### src/rtl/imem_fetch_arbiter.sv
// imem_fetch_arbiter: two-requester (fetch/debug) access sequencer
// for the read-only instruction memory with fixed wait states.
module imem_fetch_arbiter #(
   parameter int WAIT_CYCLES  = 2,
   parameter int STARVE_LIMIT = 4
) (
   input  logic        CLK,
   input  logic        Reset,
   input  logic        FetchReq,
   input  logic [63:0] FetchAddr,
   output logic        FetchAck,
   output logic [31:0] FetchData,
   input  logic        DbgReq,
   input  logic [63:0] DbgAddr,
   output logic        DbgAck,
   output logic [31:0] DbgData,
   output logic [63:0] MemAddr,
   input  logic [31:0] MemData,
   output logic        Busy,
   output logic        Fault
);

   localparam int SCW =
      ($clog2(STARVE_LIMIT + 1) > 3) ? $clog2(STARVE_LIMIT + 1) : 3;
   localparam int WCW =
      ($clog2(WAIT_CYCLES + 1) > 1) ? $clog2(WAIT_CYCLES + 1) : 1;

   localparam logic [SCW-1:0] STARVE_MAX = SCW'(STARVE_LIMIT);
   localparam logic [WCW-1:0] WAIT_LAST  = WCW'(WAIT_CYCLES - 1);

   typedef enum logic [1:0] {
      IDLE,
      ACCESS,
      RESP
   } state_t;

   state_t         state;
   state_t         state_nxt;
   logic [SCW-1:0] starve_cnt;
   logic [WCW-1:0] wait_cnt;
   logic           gnt_dbg;

   logic           any_req;
   logic           dbg_win;
   logic [63:0]    win_addr;
   logic           win_misal;
   logic           last_wait;

   assign any_req   = FetchReq | DbgReq;
   assign dbg_win   = DbgReq &
                      (~FetchReq | (starve_cnt == STARVE_MAX));
   assign win_addr  = dbg_win ? DbgAddr : FetchAddr;
   assign win_misal = |win_addr[1:0];
   assign last_wait = (wait_cnt == WAIT_LAST);
   assign Busy      = (state != IDLE);

   // State register.
   always_ff @(posedge CLK) begin
      if (Reset) begin
         state <= IDLE;
      end else begin
         state <= state_nxt;
      end
   end

   // Next-state: misaligned winners skip the memory access.
   always_comb begin
      state_nxt = state;
      unique case (state)
         IDLE: begin
            if (any_req) begin
               state_nxt = win_misal ? RESP : ACCESS;
            end
         end
         ACCESS: begin
            if (last_wait) begin
               state_nxt = RESP;
            end
         end
         RESP: begin
            state_nxt = IDLE;
         end
         default: begin
            state_nxt = IDLE;
         end
      endcase
   end

   // Grant, address, wait timing, starvation and registered responses.
   always_ff @(posedge CLK) begin
      if (Reset) begin
         MemAddr    <= '0;
         FetchAck   <= 1'b0;
         DbgAck     <= 1'b0;
         FetchData  <= '0;
         DbgData    <= '0;
         Fault      <= 1'b0;
         starve_cnt <= '0;
         wait_cnt   <= '0;
         gnt_dbg    <= 1'b0;
      end else begin
         FetchAck <= 1'b0;
         DbgAck   <= 1'b0;
         Fault    <= 1'b0;
         unique case (state)
            IDLE: begin
               if (any_req) begin
                  gnt_dbg <= dbg_win;
                  if (!dbg_win && DbgReq) begin
                     if (starve_cnt != STARVE_MAX) begin
                        starve_cnt <= starve_cnt + 1'b1;
                     end
                  end else begin
                     starve_cnt <= '0;
                  end
                  if (win_misal) begin
                     Fault <= 1'b1;
                     if (dbg_win) begin
                        DbgAck  <= 1'b1;
                        DbgData <= '0;
                     end else begin
                        FetchAck  <= 1'b1;
                        FetchData <= '0;
                     end
                  end else begin
                     MemAddr  <= win_addr;
                     wait_cnt <= '0;
                  end
               end
            end
            ACCESS: begin
               wait_cnt <= wait_cnt + 1'b1;
               if (last_wait) begin
                  if (gnt_dbg) begin
                     DbgAck  <= 1'b1;
                     DbgData <= MemData;
                  end else begin
                     FetchAck  <= 1'b1;
                     FetchData <= MemData;
                  end
               end
            end
            RESP: begin
            end
            default: begin
            end
         endcase
      end
   end

endmodule

### config.mk
export PLATFORM = sky130hd
export DESIGN_NAME = imem_fetch_arbiter
export DESIGN_NICKNAME = d
export VERILOG_FILES = /design/src/rtl/imem_fetch_arbiter.sv
export SDC_FILE = /design/constraint.sdc
export NUM_CORES = 1
export LEC_CHECK = 0
export ABC_AREA = 1
export CAP_MARGIN = 25
export CORE_UTILIZATION = 46
export CTS_CLUSTER_SIZE = 16
export DETAILED_ROUTE_END_ITERATION = 10
export HOLD_SLACK_MARGIN = 0.12
export PLACE_DENSITY = 0.87
export SYNTH_ARGS = -nofsm -noshare
export SYNTH_HDL_FRONTEND = slang
export SYNTH_SLANG_ARGS = --single-unit
export TNS_END_PERCENT = 1
### constraint.sdc
create_clock -name CLK -period 2.45 [get_ports CLK]
set_input_delay 0.245 -clock CLK [delete_from_list [all_inputs] [get_ports CLK]]
set_output_delay 0.245 -clock CLK [all_outputs]
set_load 0.02 [all_outputs]
==> qor.txt <==
Worst Setup End Kind = flip-flop
Nets = 1471
FF+latch count, synth = 139
# H-tree levels = 4
Ratio of cells with drive above 1 in the final layout = 8.28%
Placement Cell Area = 9640 um2
CP cell instances = inv_1 -> ha_1 -> nand2_1 -> nand2_2 -> nand2_2 -> buf_4 -> nand2_1 -> nand2_1 -> nor2_1 -> nor2_1
CTS sink cnt = 139
Postcts setup bufs = 0
Final Skew = 0.00866 ns
Final period utilization = 79.0%
Width of the die = 122 um
TritonCTS Buffers = 17
Maximum clock rate = 517 MHz
Worst path max stage delay = 0.54 ns
Wire per inst = 13.3 um
CP max-delay cell = buf_4
Final Hold Fails = 0
PwrDens = 683 nW/um2
Hold path depth = 2
Most frequent cell after synthesis = nand2_1
Ant diodes = 0
YS warnings = 0
Slew Limit Fails = 0
Leakage power = 4.94 nW
Overall power = 6.96 mW
VDD IR max = 0.469 mV
First-pass GRT wire length = 30100 um
# IOs = 296
Number of synthesized flops with an enable pin = 0
RSZ-0062 raised after global routing = no
Critical R2R Launch = starve_cnt[0]$_SDFFE_PP0P_
Avg Inst Size Synth = 6.44 um2
Synth unique cells = 22
Post-cts repair resize count = 0
DP HPWL = 13900 um
Worst-Skew Late Latency = 0.42 ns
List of most frequent post-synthesis cells = nand2_1 (380), nor2_1 (236), dfxtp_1 (139)
Hold WC Path Type = reg -> reg
Vias in the first global route = 6295
Total iterations of the first detailed-routing run = 4
Grt ovf = 0
Initial antenna violation count = 0
Max FO, Critical Path = 62
Clock Pin Slew Worst Setup and Hold Paths = 0.06 ns
Most frequent CP cell = nand2_1
Buffers on Ports = 295
Worst setup path class = reg -> reg
Post-synth top area share = 41.9%
Clock buffer depth = 2
Die area = 14900 um2
Arr. time, crit path = 2.27 ns
Status = finished, final reports clean
Final Wtd Congestion = 0.792
Root Buffer = clkbuf_16
Startpoint Class = flip-flop
Max-Cap Viols = 0
Fin cells = 1497
Post-synth top flop = dfxtp_1
Setup TNS = 0 ns
Final Instance Area = 10200 um2
CP Buf/Inv Count = 2
Synthesized Nets = 1200
Seq/Total Area, Yosys = 41.9%
Relative slew slack = 55.2%
Post-Synthesis Cell Area = 6650 um2
Final Util = 72.9%
Row Count = 43
Gr usage total = 25.8%
Post-CTS Hold Fix Bufs = 0
Synth Instances = 1033
Setup Viol. Count Final = 0
CP top delay family = simple AND/OR/NAND/NOR gates
Starting density of the core = 47.5%
Worst R2R Path Depth = 10
Hold_sp = FetchData[8]$_SDFFE_PP0P_
Die height = 122 um
Largest net degree at the start of global routing = 95
ANT nets after route = 0
Hold endpoint = FetchData[8]$_SDFFE_PP0P_
Area grow syn2layout = 53.3%
Post-synthesis async set-or-reset flop share = 0%
CORE AREA = 14000 um2
Worst R2R Setup Slack = 0.51 ns
Vias post-DR = 6907
DRT iter0 DRCs = 390
Leading area contributor after synthesis = dfxtp_1
Post-layout min period = 1.94 ns
Final wirelength = 19900 um
DRC Markers = 0
Fill count = 1102
Dpl cells = 1465
R2r endpoint = MemAddr[15]$_SDFFE_PP0P_
Via density = 4.61
Worst path required time = 2.79 ns
Worst-Margin Slew = 0.672 ns
Synth area leaders = dfxtp_1 (42%), nand2_1 (21%), nor2_1 (13%)
TritonCTS clock tree = yes
==> worst max path at each step <==
| stage | startpoint | to | slack, ns | depth (start not counted) |
|---|---|---|---|---|
| floorplan | starve_cnt[0]$_SDFFE_PP0P_ | MemAddr[47]$_SDFFE_PP0P_ | 0.84 | 13 |
| global placement | FetchReq | MemAddr[54]$_SDFFE_PP0P_ | 0.43 | 8 |
| detailed placement | DbgReq | DbgData[9]$_SDFFE_PP0P_ | 0.35 | 11 |
| CTS | starve_cnt[0]$_SDFFE_PP0P_ | MemAddr[15]$_SDFFE_PP0P_ | 0.49 | 10 |
| global route | starve_cnt[0]$_SDFFE_PP0P_ | MemAddr[15]$_SDFFE_PP0P_ | 0.36 | 10 |
| finish | starve_cnt[0]$_SDFFE_PP0P_ | MemAddr[15]$_SDFFE_PP0P_ | 0.51 | 10 |
==> worst register-to-register path, cell delays in order, from the launching register on <==
cell     delay [ns]
dfxtp_1        0.35
inv_1          0.06
ha_1           0.19
nand2_1        0.08
nand2_2        0.07
nand2_2        0.13
buf_4          0.54
nand2_1        0.14
nand2_1        0.10
nor2_1         0.04
nor2_1         0.16
==> state kept, by name, indices dropped and copies added (netlist names) <==
signal      flops
DbgAck          1
DbgData        32
Fault           1
FetchAck        1
FetchData      32
MemAddr        64
gnt_dbg         1
starve_cnt      3
state           2
wait_cnt        2
==> cells in the final DEF (no fill, tap or decap) <==
cell type        count
inv_2                5
nand3_4              1
nor2_2              27
buf_4               11
nor2_1             236
ha_1                 3
nor2_4               1
o21ai_0             21
nand2_2              5
clkdlybuf4s50_1    295
clkinvlp_4           5
clkinv_2             4
buf_12               3
o21bai_1             2
nand3_1              6
nand2_1            380
a211oi_1             2
clkbuf_1             2
xor2_1               1
dfxtp_1            139
clkbuf_16           17
a21oi_1             16
bufinv_16            1
o21bai_2            25
inv_1              105
clkbuf_8             2
clkinv_4             1
or2_2                1
==> report_power, final <==
group	switching (mW)	total, mW	leakage (nW)	internal [mW]
clock	0.959	2.40	0.261	1.44
sequential	0.124	2.62	1.14	2.50
combinational	1.05	1.94	3.54	0.890
total	2.14	6.96	4.94	4.83
==> per-layer routing <==
| layer | global-route usage [%] | vias up | part of all wire (%) |
|---|---|---|---|
| met3 | 9.01 | 39 | 9.1 |
| met4 | 10.1 | 0 | 2.4 |
| met1 | 29.0 | 3046 | 41 |
| met5 | 0 | - | 0 |
| met2 | 44.6 | 239 | 48 |
| li1 | - | 3583 | - |
==> stage by stage <==
stage                     hold WS [ns]  worst slack, ns
final                            0.461            0.515
after global routing             0.482            0.357
after CTS                        0.463            0.492
after detailed placement         0.457            0.347
after global placement           0.448            0.432
after floorplan                  0.457            0.836
==> kinds of logic (layout without fill, tap and decap cells) <==
logic type      Yosys count  in the layout  share of synthesized area (%)
xor+xnor                  1              1                          0.132
simple gates            657            657                           38.6
flops                   139            139                           41.9
buf+inv                 167            451                           11.4
fa+ha+maj                 3              3                          0.565
compound gates           66             66                           7.47
==> cell type report <==
type | instances | area, um2 | area share, %
clock buffer | 21 | 460 | 4.52
clock inverter | 11 | 96.3 | 0.945
inverter | 110 | 413 | 4.05
multi-input combinational | 727 | 3120 | 30.6
sequential | 139 | 2780 | 27.3
tap | 180 | 225 | 2.21
timing repair buffer | 309 | 3100 | 30.4
Power figures use the tool's default switching activity.
